==> config.mk <==
export PLATFORM = sky130hd
export DESIGN_NAME = fwspi_xip_wb
export DESIGN_NICKNAME = d
export VERILOG_FILES = /design/src/rtl/fwspi_xip_pkg.sv /design/src/rtl/fwspi_xip_shifter.sv /design/src/rtl/fwspi_xip_wb.sv
export SDC_FILE = /design/constraint.sdc
export NUM_CORES = 1
export LEC_CHECK = 0
export CAP_MARGIN = 10
export CORE_UTILIZATION = 55
export DETAILED_ROUTE_END_ITERATION = 8
export PLACE_DENSITY = 0.76
export RECOVER_POWER = 50
export SETUP_SLACK_MARGIN = 0.5
export SLEW_MARGIN = 20
export SYNTH_ARGS = -nofsm -noshare
export SYNTH_HDL_FRONTEND = slang
export SYNTH_SLANG_ARGS = --single-unit
==> constraint.sdc <==
create_clock -name clock -period 16.8 [get_ports clock]
set_input_delay 4.2 -clock clock [delete_from_list [all_inputs] [get_ports clock]]
set_output_delay 4.2 -clock clock [all_outputs]
set_load 0.005 [all_outputs]
==> src/rtl/fwspi_xip_pkg.sv <==
// fwspi_xip_pkg: shared states, command and bit-count constants for the SPI XIP target
package fwspi_xip_pkg;
  typedef enum logic [2:0] {IDLE, CMD, ADDR, DATA, DONE, GAP} state_t;
  localparam logic [7:0] CMD_READ = 8'h03;
  localparam int CMD_BITS = 8;
  localparam int ADR_BITS = 24;
  localparam int DAT_BITS = 32;
  function automatic logic [31:0] bswap(input logic [31:0] w);
    return {w[7:0], w[15:8], w[23:16], w[31:24]};
  endfunction
endpackage

==> src/rtl/fwspi_xip_shifter.sv <==
// fwspi_xip_shifter: mode-0 SPI bit engine with SCK divider, MSB-first TX and RX shift registers
module fwspi_xip_shifter #(
  parameter int CLK_DIV = 2
) (
  input  logic        clock,
  input  logic        reset,
  input  logic        start,
  input  logic [5:0]  len,
  input  logic [31:0] tx_word,
  output logic        done,
  output logic [31:0] rx_word,
  output logic        spi_sck,
  output logic        spi_mosi,
  input  logic        spi_miso
);
  localparam int DW = CLK_DIV > 1 ? $clog2(CLK_DIV) : 1;
  logic [DW-1:0] div_cnt;
  logic [5:0] bit_cnt;
  logic [31:0] tx_sr;
  logic busy;
  logic tick;
  assign tick = busy && div_cnt == DW'(CLK_DIV - 1);
  // done lands on the last cycle of the final bit so a follow-on start loses no clocks
  assign done = tick && spi_sck && bit_cnt == 6'd1;
  assign spi_mosi = busy && tx_sr[31];
  always_ff @(posedge clock or posedge reset)
    if (reset) begin
      busy <= 1'b0;
      spi_sck <= 1'b0;
      div_cnt <= '0;
      bit_cnt <= '0;
      tx_sr <= '0;
      rx_word <= '0;
    end else if (start) begin
      busy <= 1'b1;
      spi_sck <= 1'b0;
      div_cnt <= '0;
      bit_cnt <= len;
      tx_sr <= tx_word;
    end else if (busy) begin
      div_cnt <= tick ? '0 : div_cnt + 1'b1;
      if (tick) begin
        spi_sck <= !spi_sck;
        if (!spi_sck) rx_word <= {rx_word[30:0], spi_miso};
        else begin
          tx_sr <= tx_sr << 1;
          bit_cnt <= bit_cnt - 1'b1;
          busy <= bit_cnt != 6'd1;
        end
      end
    end
endmodule

==> src/rtl/fwspi_xip_wb.sv <==
// fwspi_xip_wb: Wishbone execute-in-place read port for SPI NOR flash with a one-word read buffer
module fwspi_xip_wb
  import fwspi_xip_pkg::*;
#(
  parameter int CLK_DIV = 2
) (
  input  logic        clock,
  input  logic        reset,
  input  logic [31:0] rt_adr,
  input  logic [31:0] rt_dat_w,
  output logic [31:0] rt_dat_r,
  input  logic        rt_cyc,
  input  logic        rt_stb,
  input  logic        rt_we,
  input  logic [3:0]  rt_sel,
  output logic        rt_ack,
  output logic        rt_err,
  output logic        spi_sck,
  output logic        spi_cs_n,
  output logic        spi_mosi,
  input  logic        spi_miso
);
  state_t state, state_nxt;
  logic [21:0] buf_adr, req_adr;
  logic [31:0] buf_dat, tx_word, rx_word;
  logic [8:0] gap_cnt;
  logic [5:0] len;
  logic buf_vld, live, start, done, req, hit, miss_go;
  logic unused_ok;
  assign unused_ok = ^{rt_dat_w, rt_sel, rt_adr[31:24], rt_adr[1:0]};
  assign rt_err = 1'b0;
  assign req = rt_cyc && rt_stb && state == IDLE && !rt_ack;
  assign hit = buf_vld && buf_adr == rt_adr[23:2];
  assign miss_go = req && !rt_we && !hit;
  assign spi_cs_n = !(state inside {CMD, ADDR, DATA});
  fwspi_xip_shifter #(.CLK_DIV(CLK_DIV)) u_shifter (
    .clock(clock),
    .reset(reset),
    .start(start),
    .len(len),
    .tx_word(tx_word),
    .done(done),
    .rx_word(rx_word),
    .spi_sck(spi_sck),
    .spi_mosi(spi_mosi),
    .spi_miso(spi_miso)
  );
  always_ff @(posedge clock or posedge reset)
    if (reset) state <= IDLE;
    else state <= state_nxt;
  always_comb begin
    state_nxt = state;
    start = 1'b0;
    len = 6'(CMD_BITS);
    tx_word = {CMD_READ, 24'h0};
    case (state)
      IDLE: if (miss_go) begin
        state_nxt = CMD;
        start = 1'b1;
      end
      CMD: if (done) begin
        state_nxt = ADDR;
        start = 1'b1;
        len = 6'(ADR_BITS);
        tx_word = {req_adr, 2'b00, 8'h00};
      end
      ADDR: if (done) begin
        state_nxt = DATA;
        start = 1'b1;
        len = 6'(DAT_BITS);
        tx_word = '0;
      end
      DATA: if (done) state_nxt = DONE;
      DONE: state_nxt = GAP;
      GAP: if (gap_cnt == 9'(2 * CLK_DIV - 1)) state_nxt = IDLE;
      default: state_nxt = IDLE;
    endcase
  end
  // live tracks whether the master still owns the cycle that started the miss
  always_ff @(posedge clock or posedge reset)
    if (reset) begin
      rt_ack <= 1'b0;
      rt_dat_r <= '0;
      buf_vld <= 1'b0;
      buf_adr <= '0;
      buf_dat <= '0;
      req_adr <= '0;
      live <= 1'b0;
      gap_cnt <= '0;
    end else begin
      rt_ack <= (req && (rt_we || hit)) || (state == DONE && live && rt_cyc);
      live <= state == IDLE ? miss_go : live && rt_cyc;
      gap_cnt <= state == GAP ? gap_cnt + 1'b1 : '0;
      if (req && !rt_we && hit) rt_dat_r <= buf_dat;
      if (miss_go) req_adr <= rt_adr[23:2];
      if (state == DONE) begin
        buf_vld <= 1'b1;
        buf_adr <= req_adr;
        buf_dat <= bswap(rx_word);
        rt_dat_r <= bswap(rx_word);
      end
    end
endmodule
==> flow_results.xml, run 1 <==
<?xml version="1.0" encoding="UTF-8"?>
<metrics>
  <group name="worst_setup_path">
    <metric name="cp_slowest_stage_delay" unit="ps">2340</metric>
    <metric name="timing.critical_path.cells" unit="">dlygate4sd3_1, clkinvlp_2, buf_6</metric>
    <metric name="crit_path_start_kind" unit="">primary input</metric>
    <metric name="cp_num_buf_inv" unit="">3</metric>
    <metric name="critPathRequiredTime" unit="ps">17270</metric>
    <metric name="timing.critical_path.arrival" unit="ps">7970</metric>
    <metric name="setup.worst_path.end_class" unit="">async pin</metric>
    <metric name="cp_max_fo" unit="">100</metric>
    <metric name="cp_top_family" unit="">buffers and inverters</metric>
    <metric name="crit_slowest_cell" unit="">sky130_fd_sc_hd__clkinvlp_2</metric>
    <metric name="setup.worst_path.class" unit="">in2async</metric>
  </group>
  <group name="detailed_routing">
    <metric name="final_antenna_net_count" unit="">0</metric>
    <metric name="totalWireLength" unit="µm">15100</metric>
    <metric name="drt_first_iter_violations" unit="">339</metric>
    <metric name="routed_length_per_placed_instance" unit="µm">16.2</metric>
    <metric name="vias" unit="">5135</metric>
    <metric name="drt_first_pass_iters" unit="">4</metric>
    <metric name="avg_vias_per_cell" unit="">5.50</metric>
    <metric name="drc_errors" unit="">0</metric>
  </group>
  <group name="logic_synthesis">
    <metric name="netlist_instances" unit="">692</metric>
    <metric name="mappedNetlistArea" unit="µm²">7800</metric>
    <metric name="synthTopCellsByArea" unit="">sky130_fd_sc_hd__dfrtp_1, sky130_fd_sc_hd__nand2_1, sky130_fd_sc_hd__mux2_2</metric>
    <metric name="synth_top_area_cell" unit="">sky130_fd_sc_hd__dfrtp_1</metric>
    <metric name="ys_warns" unit="">0</metric>
    <metric name="postSynth.asyncResetShare" unit="">1.00</metric>
    <metric name="post-synth-top-count-cell" unit="">sky130_fd_sc_hd__nand2_1</metric>
    <metric name="synth.yosys.seq_area_share" unit="">0.597</metric>
    <metric name="syn-mean-instance-area" unit="µm²">11.3</metric>
    <metric name="number_of_enable_type_register_cells_in_the_synthesized_netlist" unit="">0</metric>
    <metric name="synth-seq-cells" unit="">186</metric>
    <metric name="synthTopCellsByCount" unit="">sky130_fd_sc_hd__nand2_1, sky130_fd_sc_hd__dfrtp_1, sky130_fd_sc_hd__mux2_2</metric>
    <metric name="ys_dominant_reg_cell" unit="">sky130_fd_sc_hd__dfrtp_1</metric>
    <metric name="syn-num-nets" unit="">769</metric>
    <metric name="netlist-cell-type-count" unit="">45</metric>
    <metric name="post-synth-top-area-fraction" unit="">0.597</metric>
  </group>
  <group name="placement">
    <metric name="globalplace.congestion" unit="">0.769</metric>
    <metric name="portBuffers" unit="">63</metric>
    <metric name="detailed_place_hpwl" unit="µm">9210</metric>
  </group>
  <group name="layout">
    <metric name="fill_cells" unit="">1022</metric>
    <metric name="layout-drive-gt1-share" unit="">0.134</metric>
    <metric name="finalNetCount" unit="">818</metric>
    <metric name="antenna_cells_inserted" unit="">0</metric>
    <metric name="syn2layout_area_growth" unit="%">17.2</metric>
  </group>
  <group name="pwr">
    <metric name="netSwitchingPower" unit="mW">0.191</metric>
    <metric name="total_leakage_power" unit="nW">4.77</metric>
    <metric name="power.share.combinational" unit="">0.024</metric>
    <metric name="p_sw_frac" unit="">0.218</metric>
    <metric name="clock_power_share" unit="">0.462</metric>
    <metric name="power.internal" unit="mW">0.686</metric>
    <metric name="vdd_drop_max" unit="mV">0.0768</metric>
    <metric name="p_per_area" unit="nW/µm²">96.0</metric>
    <metric name="seq_power_share" unit="">0.514</metric>
  </group>
  <group name="grt">
    <metric name="grtUsageMet3" unit="">0.0470</metric>
    <metric name="grt_pass1_vias" unit="">5063</metric>
    <metric name="grt_most_used_layer" unit="">met2</metric>
    <metric name="grt_first_pass_wirelength" unit="µm">25300</metric>
    <metric name="grt_overflow" unit="">0</metric>
    <metric name="largest_net_degree_at_the_start_of_global_routing" unit="">101</metric>
    <metric name="grt.met1_usage" unit="">0.308</metric>
    <metric name="grt_use_total" unit="">0.225</metric>
    <metric name="groute.layer.met2.usage" unit="">0.358</metric>
    <metric name="antenna_found_initial" unit="">1</metric>
  </group>
  <group name="status">
    <metric name="failing_checks" unit="">capacitance limit, slew limit</metric>
    <metric name="run_status" unit="">finished, violations left</metric>
  </group>
  <group name="run">
    <metric name="max-cap-violations" unit="">2</metric>
  </group>
  <group name="clock_network">
    <metric name="cts_buffer_depth" unit="">2</metric>
    <metric name="numCtsBuffers" unit="">17</metric>
    <metric name="holdBufCountCts" unit="">0</metric>
    <metric name="clk_transition_reported_paths" unit="ps">70</metric>
    <metric name="insertion_delay" unit="ps">430</metric>
    <metric name="post-cts-setup-buffers" unit="">0</metric>
    <metric name="cts.repair.resized" unit="">0</metric>
    <metric name="h-tree-depth" unit="">4</metric>
    <metric name="cts_tree" unit="">done</metric>
    <metric name="clock_sinks" unit="">186</metric>
    <metric name="root_buffer" unit="">sky130_fd_sc_hd__clkbuf_16</metric>
  </group>
  <group name="sta">
    <metric name="worst_slew_margin_rel" unit="">-1.79</metric>
    <metric name="fin_tns_setup" unit="ps">0</metric>
    <metric name="max_slew.worst_pin.slew" unit="ps">4170</metric>
    <metric name="period_needed" unit="ps">7490</metric>
    <metric name="final_max_slew_viol_count" unit="">158</metric>
    <metric name="final_critical_path_share_of_the_clock_period" unit="">0.446</metric>
    <metric name="fmax" unit="GHz">0.133</metric>
    <metric name="clock-skew-final" unit="ps">9.92</metric>
    <metric name="rsz0062_at_grt" unit="">no</metric>
    <metric name="finalHoldWorstSlack" unit="ps">467</metric>
    <metric name="setup_viol_count_final" unit="">0</metric>
    <metric name="hold_viol_final" unit="">0</metric>
  </group>
  <group name="floorplan">
    <metric name="die_height" unit="µm">121</metric>
    <metric name="start_util" unit="">0.562</metric>
    <metric name="placementRows" unit="">43</metric>
    <metric name="dieArea" unit="µm²">14700</metric>
    <metric name="core_region_area" unit="µm²">13900</metric>
    <metric name="die_w" unit="µm">121</metric>
    <metric name="ios" unit="">111</metric>
  </group>
  <group name="min_path">
    <metric name="worst_hold_path_type" unit="">reg2reg</metric>
  </group>
</metrics>
==> final cells by class <==
| type | instances | area (µm²) | area share |
|---|---|---|---|
| Tap cell | 180 | 225 | 0.0247 |
| Sequential cell | 186 | 4650 | 0.510 |
| Multi-Input combinational cell | 464 | 2970 | 0.325 |
| Clock inverter | 13 | 156 | 0.0171 |
| Timing Repair Buffer | 67 | 664 | 0.0727 |
| Clock buffer | 19 | 443 | 0.0485 |
| Inverter | 5 | 20.0 | 0.00219 |
==> per-stage QoR <==
| stage | total power, mW | std cells | util | instance area [µm²] | worst slack [ps] |
|---|---|---|---|---|---|
| after detailed placement | 0.480 | 902 | 0.615 | 8540 | 9180 |
| after global routing | 0.905 | 934 | 0.658 | 9140 | 8500 |
| after global placement | 0.480 | 902 | 0.615 | 8530 | 9190 |
| after floorplan | 0.469 | 692 | - | 7800 | 7540 |
| after CTS | 0.884 | 934 | 0.658 | 9140 | 9610 |
| final | 0.877 | 934 | 0.658 | 9140 | 9310 |
==> path summary, 6_finish.rpt <==
path	cells past startpoint	start	endpoint	slack [ps]
max in group clock	9	rt_adr[2]	u_shifter.rx_word[2]$_DFFE_PP0P_	9540
setup reg to reg	8	buf_adr[0]$_DFFE_PP0P_	u_shifter.rx_word[2]$_DFFE_PP0P_	13410
setup / recovery	3	reset	buf_adr[11]$_DFFE_PP0P_	9310
min in group asynchronous	2	reset	buf_dat[14]$_DFFE_PP0P_	5490
hold / removal	2	buf_dat[27]$_DFFE_PP0P_	buf_dat[27]$_DFFE_PP0P_	470
hold reg to reg	2	buf_dat[27]$_DFFE_PP0P_	buf_dat[27]$_DFFE_PP0P_	470
==> flip-flops by register name (all words and copies together) (netlist names) <==
name	count
u_shifter.rx_word	32
u_shifter.tx_sr	22
req_adr	22
buf_adr	22
gap_cnt	9
u_shifter.spi_sck	1
u_shifter.div_cnt	1
buf_dat	32
live	1
rt_dat_r	32
u_shifter.bit_cnt	6
rt_ack	1
u_shifter.busy	1
buf_vld	1
state	3
==> routing by layer <==
metal  share of wire  vias to the layer above
met1            0.46                     2601
li1                -                     2403
met2            0.49                      110
met3           0.040                       21
met4           0.016                        0
met5               0                        -
==> power groups by stage <==
stage               sequential (mW)  clock [mW]  combinational [mW]
detailed placement            0.459           0              0.0214
global route                  0.451       0.431              0.0236
floorplan                     0.459           0              0.0102
CTS                           0.450       0.412              0.0215
global placement              0.459           0              0.0208
finish                        0.451       0.405              0.0207
==> layout by cell type, fill, tap and decap left out, drive strengths merged, types with 2 or more instances in the layout <==
cell type      synthesis  routed
nor4                   5       5
mux2                  86      86
nand3                  6       6
and2                   3       3
nor3                   6       6
nand4b                 2       2
nand3b                 2       2
buf                   16       4
dfrtp                186     186
nor4b                  3       3
clkbuf                21      19
o21ai                 26      26
xor2                  23      23
bufinv                 0       2
ha                     3       3
a21boi                 2       2
clkinvlp               0       2
clkdlybuf4s50          0      28
nand4                  5       5
xnor2                 13      13
o211a                 19      19
inv                    5      12
clkinv                 0       2
or2                    3       3
nor2b                  2       2
a21oi                  5       5
nor2                  40      40
nand2                192     192
dlygate4sd3            0      35
a32oi                  2       2
and3                   4       4
==> tightest hold or removal path, stage by stage (launching register included) <==
cell	delay, ps
sky130_fd_sc_hd__dfrtp_1	320
sky130_fd_sc_hd__nand2_1	40
sky130_fd_sc_hd__nand2_1	70
==> kinds of logic after synthesis <==
logic type / Yosys count / synth area share
and+or+nand+nor: 277 / 0.150
xor gates and xnor gates: 36 / 0.0404
buffers and inverters: 42 / 0.0254
DFF: 186 / 0.597
AOI/OAI and AO/OA: 61 / 0.0576
muxes: 86 / 0.124
other: 1 / 0.000481
adders and majority gates: 3 / 0.00482
Note: power is estimated with default switching activity, not from simulation.
==> run 2: changes to the inputs <==
- CORE_UTILIZATION: 55 -> 49
- PLACE_DENSITY: 0.76 -> 0.72
- clock period: 16.8 -> 6.2 ns (I/O delays scaled with it)
==> run 2 against run 1 <==
Against the previous run:
- the run still ends with capacitance limit, slew limit left
- clock power rose to 2.6 times the previous value
- critical path depth rose by 4
- first-iteration DRC count rose by 36%
- final area rose by 0.66%
- clock-buffer cell count did not move
- sequential power rose to 2.7 times the previous value
- critical endpoint is now u_shifter.rx_word[29]$_DFFE_PP0P_
==> flow_results.xml, run 2 (synthesis results as in run 1) <==
<?xml version="1.0" encoding="UTF-8"?>
<metrics>
  <group name="layout">
    <metric name="syn2layout_area_growth" unit="%">17.9</metric>
    <metric name="finalNetCount" unit="">820</metric>
    <metric name="largestRegisters" unit="">buf_dat x32, rt_dat_r x32, u_shifter.rx_word x32</metric>
    <metric name="stdcell_count" unit="">967</metric>
    <metric name="antenna_cells_inserted" unit="">0</metric>
    <metric name="fill_cells" unit="">1215</metric>
    <metric name="final_cell_mix" unit="">sky130_fd_sc_hd__nand2_1, sky130_fd_sc_hd__dfrtp_1, sky130_fd_sc_hd__clkdlybuf4s50_1</metric>
    <metric name="final_common_cell" unit="">sky130_fd_sc_hd__nand2_1</metric>
    <metric name="fin_area" unit="µm²">9200</metric>
    <metric name="layout-drive-gt1-share" unit="">0.136</metric>
    <metric name="post-route-util" unit="">0.598</metric>
  </group>
  <group name="worst_setup_path">
    <metric name="timing.critical_path.arrival" unit="ps">4430</metric>
    <metric name="setup.worst_path.class" unit="">in2reg</metric>
    <metric name="worst-r2r-setup-slack" unit="ps">2210</metric>
    <metric name="cp_max_fo" unit="">32</metric>
    <metric name="rr_worst_depth" unit="">6</metric>
    <metric name="setup.worst_path.end_class" unit="">flop</metric>
    <metric name="critPathRequiredTime" unit="ps">6510</metric>
    <metric name="critical_path.reg2reg.endpoint" unit="">rt_dat_r[4]$_DFFE_PP0P_</metric>
    <metric name="reg2reg_from" unit="">state[1]$_DFFE_PP0P_</metric>
    <metric name="crit_path_start_kind" unit="">primary input</metric>
  </group>
  <group name="sta">
    <metric name="final_max_slew_viol_count" unit="">243</metric>
    <metric name="hold_viol_final" unit="">0</metric>
    <metric name="worst_slew_margin_rel" unit="">-0.813</metric>
    <metric name="setup_viol_count_final" unit="">0</metric>
    <metric name="rsz0062_at_grt" unit="">no</metric>
    <metric name="final_critical_path_share_of_the_clock_period" unit="">0.665</metric>
    <metric name="clock-skew-final" unit="ps">7.71</metric>
    <metric name="finalWorstSetupSlack" unit="ps">2080</metric>
    <metric name="period_needed" unit="ps">4120</metric>
    <metric name="fmax" unit="GHz">0.242</metric>
    <metric name="fin_tns_setup" unit="ps">0</metric>
    <metric name="max_slew.worst_pin.slew" unit="ps">2720</metric>
  </group>
  <group name="floorplan">
    <metric name="start_util" unit="">0.507</metric>
    <metric name="placementRows" unit="">45</metric>
    <metric name="die_w" unit="µm">128</metric>
    <metric name="die_height" unit="µm">128</metric>
    <metric name="dieArea" unit="µm²">16400</metric>
    <metric name="ios" unit="">111</metric>
    <metric name="core_region_area" unit="µm²">15400</metric>
  </group>
  <group name="placement">
    <metric name="placement.setup.worst_slack" unit="ps">1590</metric>
    <metric name="globalplace.congestion" unit="">0.731</metric>
    <metric name="placed_cell_area" unit="µm²">8590</metric>
    <metric name="place_inst" unit="">934</metric>
    <metric name="portBuffers" unit="">63</metric>
    <metric name="detailed_place_hpwl" unit="µm">9170</metric>
  </group>
  <group name="grt">
    <metric name="grt_pass1_vias" unit="">5150</metric>
    <metric name="antenna_found_initial" unit="">0</metric>
    <metric name="grt_first_pass_wirelength" unit="µm">25200</metric>
    <metric name="grt_use_total" unit="">0.198</metric>
    <metric name="largest_net_degree_at_the_start_of_global_routing" unit="">187</metric>
    <metric name="grt_overflow" unit="">0</metric>
  </group>
  <group name="min_path">
    <metric name="hold_end" unit="">buf_dat[26]$_DFFE_PP0P_</metric>
    <metric name="min_delay_path_depth" unit="">2</metric>
    <metric name="worst_hold_path_type" unit="">reg2reg</metric>
    <metric name="min-delay-start" unit="">buf_dat[26]$_DFFE_PP0P_</metric>
  </group>
  <group name="detailed_routing">
    <metric name="drt_first_iter_violations" unit="">461</metric>
    <metric name="drt_first_pass_iters" unit="">4</metric>
    <metric name="drc_errors" unit="">0</metric>
    <metric name="totalWireLength" unit="µm">14900</metric>
    <metric name="final_antenna_net_count" unit="">0</metric>
    <metric name="vias" unit="">5102</metric>
    <metric name="routed_length_per_placed_instance" unit="µm">15.4</metric>
    <metric name="avg_vias_per_cell" unit="">5.28</metric>
  </group>
  <group name="clock_network">
    <metric name="numCtsBuffers" unit="">17</metric>
    <metric name="cts.repair.resized" unit="">0</metric>
    <metric name="h-tree-depth" unit="">4</metric>
    <metric name="post-cts-setup-buffers" unit="">0</metric>
    <metric name="cts_tree" unit="">done</metric>
    <metric name="cts_buffer_depth" unit="">2</metric>
    <metric name="insertion_delay" unit="ps">430</metric>
    <metric name="root_buffer" unit="">sky130_fd_sc_hd__clkbuf_16</metric>
    <metric name="clock_sinks" unit="">186</metric>
    <metric name="holdBufCountCts" unit="">0</metric>
    <metric name="clk_transition_reported_paths" unit="ps">70</metric>
  </group>
  <group name="pwr">
    <metric name="p_per_area" unit="nW/µm²">255</metric>
    <metric name="vdd_drop_max" unit="mV">0.171</metric>
    <metric name="total_leakage_power" unit="nW">4.67</metric>
  </group>
  <group name="run">
    <metric name="max-cap-violations" unit="">2</metric>
  </group>
  <group name="status">
    <metric name="run_status" unit="">finished, violations left</metric>
    <metric name="failing_checks" unit="">capacitance limit, slew limit</metric>
  </group>
</metrics>
run 2: report_power, final:
part / total (mW) / switching (mW) / internal, mW
Sequential: 1.22 / 0.00309 / 1.22
Clock: 1.07 / 0.480 / 0.586
Combinational: 0.0560 / 0.0341 / 0.0219
run 2: cell type report:
type                       count  area (µm²)  area share
multi-input combinational    464        2980       0.324
clock inverter                13         134      0.0146
clock buffer                  19         453      0.0493
tap                          211         264      0.0287
inverter                       5        22.5     0.00245
sequential                   186        4650       0.506
timing repair buffer          69         692      0.0752
run 2: per-layer routing:
metal	vias to the layer above	GRT usage	wire length, µm	share of wire
met5	-	0	0	0
met3	22	0.0413	586	0.039
met4	0	0.0830	292	0.020
li1	2405	-	-	-
met1	2559	0.270	6900	0.46
met2	116	0.311	7090	0.48
run 2: stage by stage:
stage / hold WS [ps] / total power [mW]
after floorplan: 434 / 1.27
after global placement: 451 / 1.30
after detailed placement: 458 / 1.30
after CTS: 476 / 2.37
after global routing: 492 / 2.42
final: 472 / 2.34
run 2: how the worst max path moves through the flow:
stage | start | endpoint | slack (ps) | cells after the start
after global routing | reset | buf_adr[15]$_DFFE_PP0P_ | 1620 | 3
after global placement | rt_adr[2] | u_shifter.rx_word[10]$_DFFE_PP0P_ | 1650 | 7
after CTS | rt_adr[2] | u_shifter.rx_word[29]$_DFFE_PP0P_ | 2040 | 7
after floorplan | reset | buf_adr[0]$_DFFE_PP0P_ | 2260 | 1
final | rt_adr[2] | u_shifter.rx_word[29]$_DFFE_PP0P_ | 2080 | 7
after detailed placement | rt_adr[2] | u_shifter.rx_word[29]$_DFFE_PP0P_ | 1590 | 7
run 2: critical path: stages:
cell and delay (ps):
sky130_fd_sc_hd__clkdlybuf4s50_1 430, sky130_fd_sc_hd__xor2_1 180, sky130_fd_sc_hd__nor4_1 460, sky130_fd_sc_hd__nand4_1 340, sky130_fd_sc_hd__o31ai_4 270, sky130_fd_sc_hd__nor2b_4 790, sky130_fd_sc_hd__mux2_1 400
==> patch 1, RTL diff (flow settings as in run 2) <==
One comparison of `gap_cnt` changes from == to >=.
--- a/src/rtl/fwspi_xip_wb.sv
+++ b/src/rtl/fwspi_xip_wb.sv
@@ -74,3 +74,3 @@
       DONE: state_nxt = GAP;
-      GAP: if (gap_cnt == 9'(2 * CLK_DIV - 1)) state_nxt = IDLE;
+      GAP: if (gap_cnt >= 9'(2 * CLK_DIV - 1)) state_nxt = IDLE;
       default: state_nxt = IDLE;
Formal check against the unedited RTL: same outputs for any inputs over 10 cycles, from zero or initial values and one cycle with reset high; that may be too few to reach the edited logic, so the function may still have changed.
==> patch 1 against run 2 <==
The run still ends with capacitance limit, slew limit left; cell area rose by 1.3%; setup slack improved by 0.11 ns; first-iteration DRC count is 16% lower; sequential cell count did not move; via count rose by 0.24%; synthesized area up 1.2%; routed wire length rose by 4.9%; critical path type is now input port to async pin; critical endpoint is now live$_DFF_PP0_.
Power is not compared: it rests on default switching activity, and its combinational part moved more than twofold at a synthesized area within 25%.
==> patch 1: results (changes against run 2) <==
| Metric | Value |
|---|---|
| GR Util All Layers | `20.63% (was 19.85%)` |
| Top fanout value on the critical path | `186 (was 32)` |
| Final slew viol count | `232 (was 243)` |
| Vias | `5,114 (was 5,102)` |
| Vias in the first global route | `5,281 (was 5,150)` |
| Number of placed cells counting well taps | `931 (was 934)` |
| Fillers | `1,265 (was 1,215)` |
| Max stage delay on crit path | `1.71 ns (was 0.79 ns)` |
| Most frequent cells after synthesis | `sky130_fd_sc_hd__dfrtp_1 (186), sky130_fd_sc_hd__nand2_1 (174), sky130_fd_sc_hd__mux2_2 (93), sky130_fd_sc_hd__nor2_1 (39), sky130_fd_sc_hd__xnor2_1 (21) (was sky130_fd_sc_hd__nand2_1 (192), sky130_fd_sc_hd__dfrtp_1 (186), sky130_fd_sc_hd__mux2_2 (54), sky130_fd_sc_hd__nor2_1 (40), sky130_fd_sc_hd__mux2_1 (32))` |
| Violation count after the first detailed-route iteration | `388 (was 461)` |
| Worst Tran Pin Value | `2.439 ns (was 2.720 ns)` |
| Category of cells accounting for the largest share of critical-path delay | `buffers and inverters (was simple AND/OR/NAND/NOR gates)` |
| Worst Hold Class | `register to register (unchanged)` |
| Mean Syn Cell Area | `11.62 um2 (was 11.27 um2)` |
| Placement Cell Area | `8710 um2 (was 8593 um2)` |
| Final design area excluding fillers | `9319 um2 (was 9195 um2)` |
| Data arrival time of the worst path | `4.04 ns (was 4.43 ns)` |
| Net count after synthesis | `756 (was 769)` |
| Placer's final routability congestion estimate | `0.7997 (was 0.7313)` |
| Total Nets Final | `813 (was 820)` |
| Worst clock skew on the final layout | `0.008150 ns (was 0.007705 ns)` |
| Critical-path top delay cell | `sky130_fd_sc_hd__clkbuf_4 (was sky130_fd_sc_hd__nor2b_4)` |
| Average wire length per cell after detail routing | `16.17 um (was 15.38 um)` |
| Detailed placer's ending HPWL | `9873 um (was 9175 um)` |
| Violations in the final reports | `capacitance limit, slew limit (unchanged)` |
| Sequential share of the synthesized area | `58.99% (was 59.70%)` |
| Max-cap violations | `2 (unchanged)` |
| Post-CTS Hold Fix Bufs | `0 (unchanged)` |
| Largest cells by area after synthesis | `sky130_fd_sc_hd__dfrtp_1 (59%), sky130_fd_sc_hd__mux2_2 (13%), sky130_fd_sc_hd__nand2_1 (8.3%) (was sky130_fd_sc_hd__dfrtp_1 (60%), sky130_fd_sc_hd__nand2_1 (9.2%), sky130_fd_sc_hd__mux2_2 (7.8%))` |
| Result of the run | `finished with violations (unchanged)` |
| Placement Setup Slack | `1.870 ns (was 1.586 ns)` |
## patch 1: power breakdown
group	total (W)	switching [W]	internal, W
clock network	0.00111	0.000449	0.000657
registers	0.00166	0.000195	0.00146
logic	0.000846	0.000412	0.000434
## patch 1: kinds of logic (layout without fill, tap and decap cells)
group | Yosys count | count (layout) | synth area share, %
fa+ha+maj | 3 | 3 | 0.4758
simple gates | 265 | 265 | 14.70
flops | 186 | 186 | 58.99
buf+inv | 39 | 109 | 2.521
xor+xnor | 36 | 36 | 3.996
compound gates | 41 | 41 | 3.853
mux | 108 | 108 | 15.41
other cells | 1 | 1 | 0.04753
## patch 1: final timing paths
check | from | endpoint | slack, ns | depth (start not counted)
worst max-delay path | reset | live$_DFF_PP0_ | 2.18 | 3
worst min-delay path | gap_cnt[0]$_DFF_PP0_ | gap_cnt[0]$_DFF_PP0_ | 0.45 | 1
worst max register to register | state[0]$_DFFE_PP0P_ | rt_dat_r[29]$_DFFE_PP0P_ | 2.46 | 6
worst min register to register | gap_cnt[0]$_DFF_PP0_ | gap_cnt[0]$_DFF_PP0_ | 0.45 | 1
max in group clock | rt_adr[13] | rt_dat_r[2]$_DFFE_PP0P_ | 2.30 | 7
min in group asynchronous | reset | rt_dat_r[6]$_DFFE_PP0P_ | 2.53 | 3
## patch 1: cell type report
class,count,area share (%)
Sequential cell,186,49.95
Multi-Input combinational cell,454,32.76
Timing Repair Buffer,72,7.666
Clock buffer,22,4.981
Tap cell,216,2.900
Clock inverter,10,1.504
Inverter,5,0.2417
## patch 1: per-layer routing
metal  wire, um  vias up  GRT usage [%]
met5          0        -              0
met4        218        0          7.612
met3        484       14          4.116
met2       7952       79          34.88
met1       6951     2618          26.40
li1           -     2403              -
==> patch 2, RTL diff (settings of run 2) <==
Made on the original files. `CLK_DIV` is set to 2 in 2 places; all go to 4.
--- a/src/rtl/fwspi_xip_shifter.sv
+++ b/src/rtl/fwspi_xip_shifter.sv
@@ -2,3 +2,3 @@
 module fwspi_xip_shifter #(
-  parameter int CLK_DIV = 2
+  parameter int CLK_DIV = 4
 ) (
--- a/src/rtl/fwspi_xip_wb.sv
+++ b/src/rtl/fwspi_xip_wb.sv
@@ -4,3 +4,3 @@
 #(
-  parameter int CLK_DIV = 2
+  parameter int CLK_DIV = 4
 ) (
Function: changed (a bounded check fails within 4 cycles, from zero or initial values and one cycle with reset high).
==> patch 2 against run 2 <==
The flow still finishes with violations (capacitance limit, slew limit); core utilization fell by 0.33 points; setup slack got worse by 0.27 ns; sequential power barely moved; routed wire length fell by 6.2%; sequential cell count rose by 1; cell area fell by 0.54%; count of clock-buffer cells in the layout fell by 1; total power fell by 0.44%; synthesized area rose by 0.19%; worst hold slack got worse by 0.011 ns; largest cell class unchanged.
==> patch 2: results (changes against run 2) <==
| Metric | Value |
|---|---|
| Result of the run | `finished with violations (unchanged)` |
| Violations in the final reports | `capacitance limit, slew limit (unchanged)` |
| Category of cells accounting for the largest share of critical-path delay | `buffers and inverters (was simple AND/OR/NAND/NOR gates)` |
| Number of placed cells counting well taps | `834 (was 934)` |
| Worst setup slack for register-to-register paths | `1.81 ns (was 2.21 ns)` |
| Worst slew margin relative to its limit | `-132.7% (was -81.31%)` |
| Final slew viol count | `247 (was 243)` |
| Leakage dissipation | `4.275 nW (was 4.673 nW)` |
| Via-to-Cell Ratio | `5.402 (was 5.276)` |
| Global-route wire length before repair | `23,810 um (was 25,190 um)` |
| Area of the multi-input gates | `2959 um2 (was 2975 um2)` |
| Layout multi-input combinational cell count | `365 (was 464)` |
| Largest net degree at the start of global routing | `188 (was 187)` |
| Max-cap violations | `2 (unchanged)` |
| Number of non-clock buffers in the layout | `67 (was 69)` |
| Worst vdd rail ir drop | `220.0 uV (was 170.8 uV)` |
| Net count after synthesis | `668 (was 769)` |
| Non-CTS inverters | `4 (was 5)` |
| Top fanout value on the critical path | `58 (was 32)` |
| Number of storage elements in the synthesis netlist | `187 (was 186)` |
| Total Routed Length | `13,950 um (was 14,870 um)` |
| CLK BUF | `18 (was 19)` |
| Largest cells by area after synthesis | `sky130_fd_sc_hd__dfrtp_1 (60%), sky130_fd_sc_hd__mux2_2 (20%), sky130_fd_sc_hd__nor2_1 (2.9%) (was sky130_fd_sc_hd__dfrtp_1 (60%), sky130_fd_sc_hd__nand2_1 (9.2%), sky130_fd_sc_hd__mux2_2 (7.8%))` |
| Start point of the worst min-delay path | `gap_cnt[0]$_DFF_PP0_ (was buf_dat[26]$_DFFE_PP0P_)` |
| Share of final layout cell area taken by clock buffers and inverters | `6.239% (was 6.382%)` |
-- patch 2: changes by cell type after synthesis, sizes merged, moves of 6 or more --
cell            run 2  this run
a2bb2oi             0        19
nor3                6        25
clkbuf             21        15
o211a              19         0
o21ai              26         7
nand2             192        17
mux2               86       140
a21oi               5        11
nor2               40        61
-- patch 2: worst reg2reg max path: stages (launching register included) --
cell,delay [ns]
sky130_fd_sc_hd__dfrtp_1,0.52
sky130_fd_sc_hd__nor2_1,0.16
sky130_fd_sc_hd__and2_0,0.29
sky130_fd_sc_hd__clkbuf_1,2.48
sky130_fd_sc_hd__mux2_2,0.57
sky130_fd_sc_hd__mux2_2,0.27
-- patch 2: power by group through the flow --
stage	clock network [W]	registers (W)	logic (W)
6_report	0.00106	0.00122	0.0000519
5_1_grt	0.00113	0.00122	0.0000590
4_1_cts	0.00108	0.00122	0.0000554
3_5_place_dp	0	0.00124	0.0000553
3_3_place_gp	0	0.00124	0.0000543
2_1_floorplan	0	0.00124	0.0000245
-- patch 2: kinds of logic (layout without fill, tap and decap cells) --
kind of cell | count (synthesis) | count (layout) | synth area share (%)
compound gates | 49 | 49 | 4.581
xor+xnor | 31 | 31 | 3.476
fa+ha+maj | 4 | 4 | 0.6407
buf+inv | 38 | 102 | 2.483
flops | 187 | 187 | 59.91
mux | 142 | 142 | 20.44
other cells | 1 | 1 | 0.04801
simple gates | 138 | 138 | 8.426
-- patch 2: routing by layer --
metal | vias up | part of all wire, % | track usage, %
met2 | 87 | 50 | 30.84
met4 | 0 | 1.7 | 6.782
met1 | 2403 | 45 | 24.00
li1 | 2166 | - | -
met3 | 17 | 4.2 | 4.716
met5 | - | 0 | 0
